==> src/rtl/unstripe_sched.sv <==
// unstripe_sched: two-lane byte unstriping scheduler on the fast clock clk_8f.
// A 3-bit phase counter derives the f (every 8 cycles) and 2f (every 4 cycles)
// strobes. Both lanes are sampled on the f strobe edge and replayed as one byte
// stream at the 2f rate: the lane-0 slot first, then the lane-1 slot.
//
// Optional feature: define UNSTRIPE_ERR_CNT_EN to add the saturating lane-error
// counter (parameter ERR_W and output err_count).
//
// Output semantics: valid_demux qualifies data_demux. Each 2f slot holds its
// byte for four clk_8f cycles. There is no back-pressure, so a slot is consumed
// whether or not the sink is looking. Invalid slots always carry data 0.
//
// Debug: dbg_state exposes the FSM state (0 IDLE, 1 SYNC, 2 RUN), and dbg_cnt
// exposes the phase counter.
module unstripe_sched #(
  parameter int DW = 8
`ifdef UNSTRIPE_ERR_CNT_EN
  , parameter int ERR_W = 4
`endif
) (
  input  logic          clk_8f,
  input  logic          rst,
  input  logic          enb,
  input  logic [DW-1:0] data_stripe_0,
  input  logic [DW-1:0] data_stripe_1,
  input  logic          valid_stripe_0,
  input  logic          valid_stripe_1,
  output logic [DW-1:0] data_demux,
  output logic          valid_demux,
  output logic          en_f,
  output logic          en_2f,
  output logic          sel_lane,
  output logic          lane_err,
`ifdef UNSTRIPE_ERR_CNT_EN
  output logic [ERR_W-1:0] err_count,
`endif
  output logic [1:0]    dbg_state,
  output logic [2:0]    dbg_cnt
);

  typedef enum logic [1:0] {
    ST_IDLE = 2'd0,
    ST_SYNC = 2'd1,
    ST_RUN  = 2'd2
  } state_e;

  state_e        state_q, state_d;
  logic [2:0]    cnt_q, cnt_d;

  // Hold registers: one f-period snapshot of both lanes
  logic [DW-1:0] hold0_data_q, hold0_data_d;
  logic          hold0_vld_q, hold0_vld_d;
  logic [DW-1:0] hold1_data_q, hold1_data_d;
  logic          hold1_vld_q, hold1_vld_d;

  // Registered output stage
  logic [DW-1:0] dout_q, dout_d;
  logic          vout_q, vout_d;
  logic          sel_q, sel_d;
  logic          lerr_q, lerr_d;

  logic          slot_f;
  logic          slot_2f;

  // Phase strobes are decoded straight from the counter
  assign slot_f  = (cnt_q == 3'd7);
  assign slot_2f = (cnt_q[1:0] == 2'd3);

  // FSM state register
  always_ff @(posedge clk_8f or posedge rst) begin
    if (rst) begin
      state_q <= ST_IDLE;
    end else begin
      state_q <= state_d;
    end
  end

  // FSM next state: SYNC waits for a valid lane-0 byte, RUN falls back to SYNC
  // when a capture finds both lanes idle, and dropping enb always goes to IDLE
  always_comb begin
    state_d = state_q;
    case (state_q)
      ST_IDLE: begin
        if (enb) begin
          state_d = ST_SYNC;
        end
      end
      ST_SYNC: begin
        if (!enb) begin
          state_d = ST_IDLE;
        end else if (slot_f && valid_stripe_0) begin
          state_d = ST_RUN;
        end
      end
      ST_RUN: begin
        if (!enb) begin
          state_d = ST_IDLE;
        end else if (slot_f && !valid_stripe_0 && !valid_stripe_1) begin
          state_d = ST_SYNC;
        end
      end
      default: begin
        state_d = ST_IDLE;
      end
    endcase
  end

  // FSM outputs: counter, lane capture, slot emission and mismatch detection
  always_comb begin
    cnt_d        = cnt_q;
    hold0_data_d = hold0_data_q;
    hold0_vld_d  = hold0_vld_q;
    hold1_data_d = hold1_data_q;
    hold1_vld_d  = hold1_vld_q;
    dout_d       = dout_q;
    vout_d       = vout_q;
    sel_d        = sel_q;
    lerr_d       = 1'b0;

    if (state_q == ST_IDLE || !enb) begin
      // Idle, or leaving for idle: discard everything pending
      cnt_d        = '0;
      hold0_data_d = '0;
      hold0_vld_d  = 1'b0;
      hold1_data_d = '0;
      hold1_vld_d  = 1'b0;
      dout_d       = '0;
      vout_d       = 1'b0;
      sel_d        = 1'b0;
    end else begin
      cnt_d = cnt_q + 3'd1;

      if (slot_2f) begin
        if (state_q == ST_RUN) begin
          if (slot_f) begin
            // Second half of the f period: lane 1 from the previous capture
            dout_d = hold1_vld_q ? hold1_data_q : '0;
            vout_d = hold1_vld_q;
            sel_d  = 1'b1;
          end else begin
            // First half of the f period: lane 0 from the latest capture
            dout_d = hold0_vld_q ? hold0_data_q : '0;
            vout_d = hold0_vld_q;
            sel_d  = 1'b0;
          end
        end else begin
          // Slots seen while searching for alignment are empty
          dout_d = '0;
          vout_d = 1'b0;
          sel_d  = 1'b0;
        end
      end

      // Capture in RUN unconditionally, or in SYNC once lane 0 is valid
      if (slot_f && (state_q == ST_RUN || valid_stripe_0)) begin
        hold0_data_d = data_stripe_0;
        hold0_vld_d  = valid_stripe_0;
        hold1_data_d = data_stripe_1;
        hold1_vld_d  = valid_stripe_1;
        lerr_d       = valid_stripe_0 ^ valid_stripe_1;
      end
    end
  end

  // Datapath registers
  always_ff @(posedge clk_8f or posedge rst) begin
    if (rst) begin
      cnt_q        <= '0;
      hold0_data_q <= '0;
      hold0_vld_q  <= 1'b0;
      hold1_data_q <= '0;
      hold1_vld_q  <= 1'b0;
      dout_q       <= '0;
      vout_q       <= 1'b0;
      sel_q        <= 1'b0;
      lerr_q       <= 1'b0;
    end else begin
      cnt_q        <= cnt_d;
      hold0_data_q <= hold0_data_d;
      hold0_vld_q  <= hold0_vld_d;
      hold1_data_q <= hold1_data_d;
      hold1_vld_q  <= hold1_vld_d;
      dout_q       <= dout_d;
      vout_q       <= vout_d;
      sel_q        <= sel_d;
      lerr_q       <= lerr_d;
    end
  end

`ifdef UNSTRIPE_ERR_CNT_EN
  logic [ERR_W-1:0] err_cnt_q, err_cnt_d;

  // Count mismatches on the same edge as the lane_err pulse, saturating at all-ones
  always_comb begin
    err_cnt_d = err_cnt_q;
    if (lerr_d && (err_cnt_q != {ERR_W{1'b1}})) begin
      err_cnt_d = err_cnt_q + 1'b1;
    end
  end

  // Error counter register; survives IDLE and clears only on rst
  always_ff @(posedge clk_8f or posedge rst) begin
    if (rst) begin
      err_cnt_q <= '0;
    end else begin
      err_cnt_q <= err_cnt_d;
    end
  end

  assign err_count = err_cnt_q;
`endif

  assign data_demux  = dout_q;
  assign valid_demux = vout_q;
  assign sel_lane    = sel_q;
  assign lane_err    = lerr_q;
  assign en_f        = slot_f;
  assign en_2f       = slot_2f;
  assign dbg_state   = state_q;
  assign dbg_cnt     = cnt_q;

endmodule
==> config.mk <==
export PLATFORM = sky130hd
export DESIGN_NAME = unstripe_sched
export DESIGN_NICKNAME = d
export VERILOG_FILES = /design/src/rtl/unstripe_sched.sv
export SDC_FILE = /design/constraint.sdc
export NUM_CORES = 1
export LEC_CHECK = 0
export ABC_AREA = 1
export CAP_MARGIN = 20
export CORE_MARGIN = 1
export CORE_UTILIZATION = 35
export CTS_BUF_LIST = sky130_fd_sc_hd__clkbuf_16
export DETAILED_ROUTE_END_ITERATION = 6
export HOLD_SLACK_MARGIN = 0.02
export PLACE_DENSITY_LB_ADDON = 0.15
export SLEW_MARGIN = 5
export SYNTH_ARGS = -nofsm -noshare
export SYNTH_HDL_FRONTEND = slang
export SYNTH_SLANG_ARGS = --single-unit
==> constraint.sdc <==
create_clock -name clk_8f -period 1.8 [get_ports clk_8f]
set_input_delay 0.18 -clock clk_8f [delete_from_list [all_inputs] [get_ports clk_8f]]
set_output_delay 0.18 -clock clk_8f [all_outputs]
set_load 0.01 [all_outputs]
* After elaboration in Yosys (flattened, before gate mapping)
Index checks and enable logic that the tools add are counted.
** Cells by class
- Add/subtract/negate cells :: 1
- Reduce and logical (&&, ||, !) cells :: 13
- Bitwise gates (word level) :: 1
- Equality and inequality tests :: 7
- Mux-type cells :: 31
** Operators by type and width (number)
- $mux 8 :: 10
- $mux 1 :: 14
- $mux 2 :: 5
- $ne 3x3->1 const B :: 2
- $pmux 2 s3 :: 1
- $eq 2x2->1 const B :: 2
- $logic_and 1x1->1 :: 4
- $reduce_bool 2->1 :: 2
- $add 3x1->3 const B :: 1
- $eq 3x3->1 const B :: 1
- $logic_not 1->1 :: 3
- $mux 3 :: 1
- $reduce_and 3->1 :: 1
- $eq 2x1->1 const B :: 1
- $logic_not 2->1 :: 1
- $logic_or 1x1->1 :: 2
- $ne 2x2->1 const B :: 1
- $xor 1x1->1 :: 1
** Word-level totals
- Flip-flop bits (word level) :: 34
- Input port bits :: 21
- Word-level logic and storage cells :: 63
- Output and inout port bits :: 18

* Longest topological paths before layout
Gate-level depths: netlist (run 1).
- Depth in word-level cells :: 6
- Depth in mapped cells :: 9
- Depth with buffers taken out :: 8

* Worst setup path after synthesis (run 1)
No wires, ideal clock.
- Path type :: flip-flop to flip-flop
- Start :: reg cnt_q[0] (netlist: dbg_cnt[0])
- End :: reg hold0_data_q[4]
- Setup time :: 65 ps
- Buffers on the path :: 2
- Setup slack :: -4 ps
- Data required time :: 1735 ps
- Arrival :: 1739 ps
- Clock period less this slack :: 1804 ps
- Stages on the path, launching flop included :: 9
- Path through :: dfrtp_1 > ha_1 > ha_1 > buf_2 > nand3_4 > nand2_4 > buf_8 > nand3_1 > nand2_1
** On the way
- Word-level cells in the longest chain between the ends :: 3
** Ends and longest elaborated chain
- start: declaration :: line 48 : logic [2:0] cnt_q, cnt_d;
- start signal: assignment :: line 178 : cnt_q <= cnt_d;
- $eq 3x3->1 :: line 66 : assign slot_f = (cnt_q == 3'd7);
- named net en_f :: line 30 : output logic en_f,
- $logic_and 1x1->1 :: line 155 : if (slot_f && (state_q == ST_RUN || valid_stripe_0)) begin
- $reduce_bool 2->1 (no line)
- end signal: assignment :: line 179 : hold0_data_q <= hold0_data_d;
- end: declaration :: line 51 : logic [DW-1:0] hold0_data_q, hold0_data_d;
The timed path passes the listed nets, and every way through them passes these cells.
A chain may end at the register's enable or synchronous reset.

* Worst setup path after layout (run 1)
- Start :: reg cnt_q[0] (netlist: dbg_cnt[0])
- End :: out en_2f
** On the way
- Word-level cells in the longest chain between the ends :: 1
** Ends and longest elaborated chain
- $eq 2x2->1 :: line 67 : assign slot_2f = (cnt_q[1:0] == 2'd3);
- end: declaration :: line 31 : output logic en_2f,
No other way between the ends.

==> impl_metrics.py, run 1 <==
metrics = {
    "clock_tree": {
        "htree_num_levels": 2,
        "path_clk_slew_ns": 0.05,
        "clockBufferDepth": 2,
        "post_cts_buffers": 0,
        "cts_buffers": 5,
        "clock_latency_ns": 0.27,
        "cts.sinks": 34,
        "tritoncts": "built",
        "cts-root-buf": "clkbuf_16",
    },
    "floorplanning": {
        "start_util_pct": 37.0,
        "dieHeight_um": 70.5,
        "fp.coreArea_mm2": 0.00444,
        "boundaryPins": 39,
        "die_w_um": 70.5,
        "die_area_mm2": 0.00497,
        "fp-row-count": 24,
    },
    "critical_path": {
        "critPathLaunch": "dbg_cnt[0]",
        "worstPathArrival_ns": 1.54,
        "end_kind": "output pin",
        "r2r-start": "dbg_cnt[0]",
        "worst-setup-path-type": "reg -> out",
        "required_ns": 1.62,
        "cp_max_fo": 3,
        "cp-start-kind": "flop",
    },
    "pwr": {
        "p_leak_nw": 1.13,
        "powerDensity_mw_per_mm2": 776,
        "vdd.ir_drop.worst_mv": 0.394,
    },
    "flow_run": {
        "cap_violations": 0,
    },
    "sta": {
        "finalCriticalPeriod_ns": 1.72,
        "rsz0062_at_grt": "no",
        "hold_slack_ns": 0.303,
        "max-slew-margin-rel_pct": 71.9,
        "setup_viol": 0,
        "period_share_pct": 95.7,
        "fmax_mhz": 580,
        "setup_tns_ns": 0,
        "maxSlewViolCount": 0,
        "worst_slew_pin_slew_ns": 0.422,
        "hold_viol_final": 0,
        "finClkSkew_ns": 0.00258,
    },
    "global_route": {
        "grt_usage_pct": 15.5,
        "grt_overflow": 0,
        "antenna_found_initial": 0,
        "grt_pass1_wl_mm": 5.74,
        "grt_max_degree": 36,
        "first_global_vias": 1192,
    },
    "placement": {
        "port-buffer-count": 38,
        "place_congestion": 0.712,
        "hpwlAfterDp_mm": 2.43,
    },
    "logic_synthesis": {
        "synthArstFlopShare_pct": 100,
        "synth-edff-count": 0,
        "yosys_warnings": 0,
        "syn_area_per_cell_um2": 8.79,
        "synth.net_count": 210,
        "synthesis.instances": 187,
        "ys_seq_area_share_pct": 51.8,
        "ys_ff_latch": 34,
        "synth_largest_area_cell": "dfrtp_1",
        "netlist.area_leader.share_pct": 51.8,
        "syn-cell-area_mm2": 0.00164,
        "yosys-top-cells-count": "nand2_1, dfrtp_1, nand4_1, nand3_1, inv_1",
        "synthDistinctLibCells": 22,
        "yosysMostFrequentCell": "nand2_1",
        "synth_ff_type": "dfrtp_1",
        "synthTopCellsByArea": "dfrtp_1, nand2_1, nand4_1",
    },
    "routing": {
        "wl_mm": 3.45,
        "wl_per_cell_um": 12.2,
        "ant_nets": 0,
        "drt-pass1-iter-count": 6,
        "route.detailed.drc": 7,
        "detailedRoute.firstIterationViolations": 57,
        "via_per_inst": 4.70,
        "vias": 1325,
    },
    "final_layout": {
        "layout-drive-gt1-share_pct": 11.7,
        "fill_cells": 452,
        "num_antenna_cells": 0,
        "final_net_count": 252,
        "syn2layout_area_growth_pct": 35.3,
    },
    "status": {
        "outcome": "complete, but fails checks",
        "violations": "design-rule violations",
    },
    "min_path": {
        "hold_path_class": "in -> async",
    },
}
[worst max-delay path, cell delays in order, from the launching register on]
cell,delay (ns)
dfrtp_1,0.37
ha_2,0.21
buf_4,0.15
clkdlybuf4s50_1,0.53
[registers in the layout, summed over array words and instances (netlist names)]
name,count
hold0_vld_q,1
hold1_data_q,8
data_demux,8
dbg_cnt,3
sel_lane,1
valid_demux,1
hold1_vld_q,1
hold0_data_q,8
dbg_state,2
lane_err,1
[cell families (layout without fill, tap and decap cells)]
kind of cell | count (synthesis) | in the layout | synth area share (%)
compound gates | 4 | 4 | 1.45
fa+ha+maj | 2 | 2 | 1.52
xor+xnor | 1 | 1 | 0.533
simple gates | 128 | 128 | 37.9
buf+inv | 18 | 61 | 6.78
flops | 34 | 34 | 51.8
[cells in the final DEF, fill, tap and decap left out]
cell type | synthesis | layout
nand2_1 | 78 | 78
clkdlybuf4s50_1 | 0 | 37
dfrtp_1 | 34 | 34
nand4_1 | 17 | 17
nand3_1 | 14 | 14
inv_1 | 9 | 10
nor2_1 | 6 | 6
clkbuf_16 | 0 | 5
nand3_2 | 4 | 4
buf_4 | 1 | 4
nor2_2 | 3 | 3
nand2_2 | 2 | 2
nand2_4 | 2 | 2
a21oi_1 | 2 | 2
nand3_4 | 1 | 1
inv_4 | 1 | 1
nor2_8 | 1 | 1
xnor2_1 | 1 | 1
o21ai_0 | 1 | 1
o2bb2ai_1 | 1 | 1
ha_2 | 0 | 1
ha_4 | 0 | 1
clkinv_2 | 0 | 1
clkinv_1 | 0 | 1
dlymetal6s2s_1 | 0 | 1
buf_12 | 0 | 1
[path summary, 6_finish.rpt]
| check | to | slack [ns] | depth (start not counted) |
|---|---|---|---|
| max | en_2f | 0.08 | 3 |
| min | dbg_cnt[2] | 0.30 | 3 |
| max reg2reg | data_demux[3] | 0.28 | 7 |
| min reg2reg | data_demux[4] | 0.46 | 2 |
| max in group asynchronous | hold0_data_q[3] | 1.19 | 3 |
| min in group clk_8f | hold0_data_q[1] | 0.46 | 3 |
[layout make-up]
cell class / count / area [um^2] / share of cell area [%]
Sequential cell: 34 / 851 / 38.3
Inverter: 10 / 40.0 / 1.80
Tap cell: 52 / 65.1 / 2.93
Clock buffer: 5 / 125 / 5.63
Multi-Input combinational cell: 135 / 696 / 31.3
Timing Repair Buffer: 43 / 433 / 19.5
Clock inverter: 3 / 12.5 / 0.563
[metal layers]
metal / up-vias / routed length [um] / track usage (%) / part of all wire, %
met5: - / 0 / 0 / 0
met2: 30 / 1550 / 21.8 / 45
met4: 0 / 57 / 7.48 / 1.7
met3: 5 / 146 / 4.04 / 4.2
li1: 700 / - / - / -
met1: 590 / 1700 / 22.0 / 49
[power by group]
| group | internal, mW | switching [mW] | leakage [nW] | total (mW) |
|---|---|---|---|---|
| logic | 0.0739 | 0.0837 | 0.586 | 0.158 |
| registers | 0.772 | 0.00544 | 0.472 | 0.778 |
| clock network | 0.499 | 0.291 | 0.0724 | 0.790 |
[per-stage QoR]
stage / std cells / util [%] / area [um^2] / power [mW] / worst slack, ns
after floorplan: 187 / - / 1650 / 0.872 / 0.0943
after global routing: 282 / 50.0 / 2220 / 1.80 / 0.0323
after detailed placement: 274 / 46.6 / 2070 / 0.951 / 0.103
after global placement: 274 / 46.6 / 2070 / 0.950 / 0.156
after CTS: 282 / 49.9 / 2220 / 1.75 / 0.00300
final: 282 / 50.0 / 2220 / 1.73 / 0.0767
[timing repair]
action | CTS | global route
endpoints found under the setup margin | 1 | 1
gates resized for setup | 2 | 1
hold buffers | 0 | 0
No activity file was read; power rests on OpenSTA's default activity.
==> run 2, diff against run 1 <==
--- a/config.mk
+++ b/config.mk
@@ -7,12 +7,13 @@
 export LEC_CHECK = 0
 export ABC_AREA = 1
 export CAP_MARGIN = 20
-export CORE_MARGIN = 1
+export CORE_MARGIN = 5
 export CORE_UTILIZATION = 35
 export CTS_BUF_LIST = sky130_fd_sc_hd__clkbuf_16
 export DETAILED_ROUTE_END_ITERATION = 6
 export HOLD_SLACK_MARGIN = 0.02
 export PLACE_DENSITY_LB_ADDON = 0.15
+export SKIP_LAST_GASP = 1
 export SLEW_MARGIN = 5
 export SYNTH_ARGS = -nofsm -noshare
 export SYNTH_HDL_FRONTEND = slang
==> run 2 against run 1 <==
The run now ends clean. Register-to-register slack is essentially flat. Via count grew 1.2%. Worst setup slack lost 0.00091 ns. Sequential share of layout area shrank 0.84 points. Final cell count grew 0.71%. Critical path depth is the same. Critical path type unchanged. Highest routed layer unchanged. Total power grew 18%. Utilization shrank 0.92 points. Clock power grew 39%.
==> impl_metrics.py, run 2 (synthesized netlist as in run 1, its figures left out) <==
metrics = {
    "final_layout": {
        "ff_latch_area_um2": 851,
        "finalInstanceArea_mm2": 0.00227,
        "most-common-layout-cells": "nand2_1, clkdlybuf4s50_1, dfrtp_1",
        "layout-drive-gt1-share_pct": 12.2,
        "stdcell_count": 284,
        "syn2layout_area_growth_pct": 38.3,
        "multi_input_area_um2": 696,
        "num_antenna_cells": 0,
        "fill_cells": 476,
        "final_common_cell": "nand2_1",
        "post-route-util_pct": 49.1,
        "final_net_count": 252,
    },
    "floorplanning": {
        "start_util_pct": 35.5,
        "fp-row-count": 25,
        "dieHeight_um": 78.5,
        "boundaryPins": 39,
        "die_area_mm2": 0.00616,
        "fp.coreArea_mm2": 0.00463,
        "die_w_um": 78.5,
    },
    "critical_path": {
        "required_ns": 1.62,
        "cpMaxStageDelayCell": "clkdlybuf4s50_1",
        "r2r_cells": 7,
        "r2r-start": "dbg_cnt[0]",
        "cp_max_fo": 3,
        "end_kind": "output pin",
        "worstPathArrival_ns": 1.54,
        "worstReg2RegEnd": "data_demux[7]",
        "slowest_delay_ns": 0.54,
        "cp-start-kind": "flop",
        "worst-setup-path-type": "reg -> out",
        "r2r_slack_ns": 0.27,
        "cp_cell_sequence": "ha_2 -> buf_4 -> clkdlybuf4s50_1",
    },
    "clock_tree": {
        "cts.sinks": 34,
        "cts_buffers": 5,
        "clockBufferDepth": 2,
        "cts-root-buf": "clkbuf_16",
        "htree_num_levels": 2,
        "path_clk_slew_ns": 0.05,
        "hold_buffers": 0,
        "clock_latency_ns": 0.28,
        "tritoncts": "built",
    },
    "sta": {
        "finalCriticalPeriod_ns": 1.72,
        "period_share_pct": 95.8,
        "setup_tns_ns": 0,
        "setup_viol": 0,
        "finClkSkew_ns": 0.00379,
        "hold_slack_ns": 0.304,
        "worst_slack_ns": 0.0758,
        "fmax_mhz": 580,
        "worst_slew_pin_slew_ns": 0.439,
        "rsz0062_at_grt": "no",
        "hold_viol_final": 0,
        "maxSlewViolCount": 0,
        "max-slew-margin-rel_pct": 70.7,
    },
    "routing": {
        "vias": 1341,
        "route.detailed.drc": 0,
        "ant_nets": 0,
        "wl_per_cell_um": 13.1,
        "detailedRoute.firstIterationViolations": 35,
        "drt-pass1-iter-count": 4,
        "via_per_inst": 4.72,
        "wl_mm": 3.71,
    },
    "pwr": {
        "vdd.ir_drop.worst_mv": 0.406,
        "finalPower_mw": 2.04,
        "p_leak_nw": 1.14,
        "powerDensity_mw_per_mm2": 896,
    },
    "min_path": {
        "hold_path_class": "in -> async",
    },
    "global_route": {
        "grt_pass1_wl_mm": 6.41,
        "grt_max_degree": 35,
        "first_global_vias": 1315,
        "grt_overflow": 0,
        "grt_usage_pct": 13.4,
        "antenna_found_initial": 0,
    },
    "placement": {
        "placed_cells": 276,
        "hpwlAfterDp_mm": 2.54,
        "post_dp_cell_area_mm2": 0.00207,
        "place_ws_ns": 0.0872,
        "place_congestion": 0.727,
        "port-buffer-count": 38,
    },
    "flow_run": {
        "cap_violations": 0,
    },
    "status": {
        "outcome": "finished, final reports clean",
    },
}
-- run 2: worst max path at each step --
stage	from	end	slack [ns]	cells after the start
after floorplan	dbg_cnt[0]	hold0_data_q[4]	0.09	8
after global placement	dbg_cnt[0]	en_f	0.14	3
after detailed placement	dbg_cnt[0]	en_f	0.09	3
after CTS	dbg_cnt[0]	en_2f	0.06	3
after global routing	dbg_cnt[0]	en_2f	0.03	3
final	dbg_cnt[0]	en_2f	0.08	3
-- run 2: repair_timing --
action	in CTS	in global routing
buffers inserted	0	0
endpoints found under the setup margin	1	0
gates resized for setup	3	0
-- run 2: final cells by class --
| class | count | share of cell area, % |
|---|---|---|
| Tap cell | 54 | 2.97 |
| Timing Repair Buffer | 43 | 18.9 |
| Clock inverter | 3 | 2.81 |
| Multi-Input combinational cell | 135 | 30.6 |
| Clock buffer | 5 | 5.51 |
| Inverter | 10 | 1.76 |
| Sequential cell | 34 | 37.4 |
-- run 2: layer usage --
| metal | up-vias | track usage [%] | share of wire, % | routed length [um] |
|---|---|---|---|---|
| met4 | 0 | 4.72 | 1.5 | 55 |
| li1 | 693 | - | - | - |
| met1 | 615 | 17.9 | 48 | 1800 |
| met2 | 26 | 20.1 | 45 | 1670 |
| met5 | - | 0 | 0 | 0 |
| met3 | 7 | 4.47 | 5.1 | 189 |
-- run 2: power breakdown --
group	total [mW]	switching, mW	leakage, nW	internal (mW)
Clock	1.10	0.312	0.0915	0.788
Combinational	0.159	0.0847	0.572	0.0741
Sequential	0.777	0.00513	0.472	0.772
Total	2.04	0.401	1.14	1.63
-- run 2: worst max-delay path, delay by kind of cell (launching register included) --
family     cells  cell delay [ns]
flops          1             0.37
fa+ha+maj      1             0.22
buf+inv        2             0.69
==> run 3, diff against run 2 <==
--- a/config.mk
+++ b/config.mk
@@ -13,6 +13,7 @@
 export DETAILED_ROUTE_END_ITERATION = 6
 export HOLD_SLACK_MARGIN = 0.02
 export PLACE_DENSITY_LB_ADDON = 0.15
+export SKIP_CTS_REPAIR_TIMING = 1
 export SKIP_LAST_GASP = 1
 export SLEW_MARGIN = 5
 export SYNTH_ARGS = -nofsm -noshare
==> run 3 against run 2 <==
Final area is 0.17% higher. Via count is 0.22% higher. Non-clock buffer count stayed put. Combinational power hardly changed. Die area stayed put. Sequential share of layout area is 0.062 points lower. Routed wire length is 0.24% lower. Critical path depth stayed put. Clock-buffer cell count stayed put. Global-route usage is 0.15 points lower. Flip-flop and latch count stayed put. Register-to-register slack hardly changed.
==> impl_metrics.py, run 3 (synthesized netlist as in run 1, its figures left out) <==
metrics = {
    "global_route": {
        "grt_usage_pct": 13.2,
        "grt_overflow": 0,
        "first_global_vias": 1322,
        "antenna_found_initial": 0,
        "grt_pass1_wl_mm": 6.35,
        "grt_max_degree": 35,
    },
    "final_layout": {
        "num_antenna_cells": 0,
        "syn2layout_area_growth_pct": 38.5,
        "final_common_cell": "nand2_1",
        "final_net_count": 252,
        "most-common-layout-cells": "nand2_1, clkdlybuf4s50_1, dfrtp_1",
        "layout-drive-gt1-share_pct": 12.2,
    },
    "clock_tree": {
        "path_clk_slew_ns": 0.05,
        "tritoncts": "built",
        "clockBufferDepth": 2,
        "htree_num_levels": 2,
        "cts.sinks": 34,
        "cts-root-buf": "clkbuf_16",
        "cts_buffers": 5,
        "clock_latency_ns": 0.28,
    },
    "sta": {
        "max-slew-margin-rel_pct": 71.4,
        "worst_slew_pin_slew_ns": 0.429,
        "maxSlewViolCount": 0,
        "setup_viol": 0,
        "hold_viol_final": 0,
        "finalCriticalPeriod_ns": 1.72,
        "finClkSkew_ns": 0.00459,
        "hold_slack_ns": 0.301,
        "period_share_pct": 95.8,
        "rsz0062_at_grt": "no",
        "fmax_mhz": 580,
    },
    "pwr": {
        "powerDensity_mw_per_mm2": 894,
        "p_seq_share_pct": 38.2,
        "finalPower_mw": 2.03,
        "power.internal_mw": 1.63,
        "p_leak_nw": 1.15,
        "p_clk_share_pct": 54.0,
        "switching_share_pct": 19.7,
        "power_frac_comb_pct": 7.8,
        "vdd.ir_drop.worst_mv": 0.406,
        "switchingPower_mw": 0.400,
    },
    "routing": {
        "detailedRoute.firstIterationViolations": 33,
        "vias": 1344,
        "wl_mm": 3.70,
        "route.detailed.drc": 0,
        "wl_per_cell_um": 13.0,
        "via_per_inst": 4.73,
        "drt-pass1-iter-count": 4,
        "ant_nets": 0,
    },
    "placement": {
        "place_congestion": 0.727,
        "port-buffer-count": 38,
        "hpwlAfterDp_mm": 2.54,
    },
    "critical_path": {
        "worstPathArrival_ns": 1.54,
        "required_ns": 1.62,
        "end_kind": "output pin",
        "cp-start-kind": "flop",
        "cpMaxStageDelayCell": "clkdlybuf4s50_1",
        "cp_max_fo": 3,
        "cp_cell_sequence": "ha_2 -> buf_4 -> clkdlybuf4s50_1",
        "worst-setup-path-type": "reg -> out",
        "slowest_delay_ns": 0.54,
    },
    "floorplanning": {
        "die_w_um": 78.5,
        "dieHeight_um": 78.5,
        "start_util_pct": 35.5,
        "boundaryPins": 39,
        "die_area_mm2": 0.00616,
        "fp-row-count": 25,
        "fp.coreArea_mm2": 0.00463,
    },
    "status": {
        "outcome": "finished, final reports clean",
    },
    "min_path": {
        "hold_path_class": "in -> async",
    },
    "flow_run": {
        "cap_violations": 0,
    },
}
## run 3: path summary, 6_finish.rpt
check                                 start              end  slack (ns)  depth (start not counted)
max                              dbg_cnt[0]            en_2f        0.08                          3
min                                     rst    data_demux[1]        0.30                          3
max reg2reg                      dbg_cnt[0]    data_demux[7]        0.27                          7
min reg2reg                      dbg_cnt[0]       dbg_cnt[0]        0.46                          1
max in group asynchronous               rst     dbg_state[1]        1.20                          3
min in group clk_8f        data_stripe_1[5]  hold1_data_q[5]        0.46                          3
## run 3: metal layers
| layer | part of all wire, % | GRT usage (%) | vias to the layer above |
|---|---|---|---|
| li1 | - | - | 692 |
| met1 | 48 | 17.9 | 619 |
| met2 | 45 | 19.6 | 26 |
| met3 | 5.5 | 4.47 | 7 |
| met4 | 1.5 | 4.72 | 0 |
| met5 | 0 | 0 | - |
## run 3: worst max-delay path: cells and delay by family (launching register included)
kind / cells / cell delay, ns
buffers and inverters: 2 / 0.69
adders and majority gates: 1 / 0.22
DFF: 1 / 0.36
## run 3: power by group through the flow
| stage | registers [mW] | logic, mW | clock network, mW |
|---|---|---|---|
| floorplan | 0.793 | 0.0787 | 0 |
| global placement | 0.790 | 0.161 | 0 |
| detailed placement | 0.790 | 0.161 | 0 |
| CTS | 0.777 | 0.161 | 1.12 |
| global route | 0.778 | 0.175 | 1.15 |
| finish | 0.777 | 0.159 | 1.10 |
## run 3: area by class of cell
cell class | instances | area [um^2]
multi-input combinational | 135 | 696
clock inverter | 3 | 63.8
tap | 54 | 67.6
sequential | 34 | 851
inverter | 10 | 40.0
fill | 474 | 2350
timing repair buffer | 43 | 433
clock buffer | 5 | 125
## run 3: through the flow
step,utilization [%],area [um^2],instances,TNS (ns),setup WS [ns]
5_1_grt,49.2,2280,284,0,0.0339
3_3_place_gp,44.8,2070,276,0,0.138
4_1_cts,48.8,2260,284,-0.201,-0.201
2_1_floorplan,-,1650,187,0,0.0943
6_report,49.2,2280,284,0,0.0759
3_5_place_dp,44.8,2070,276,0,0.0872
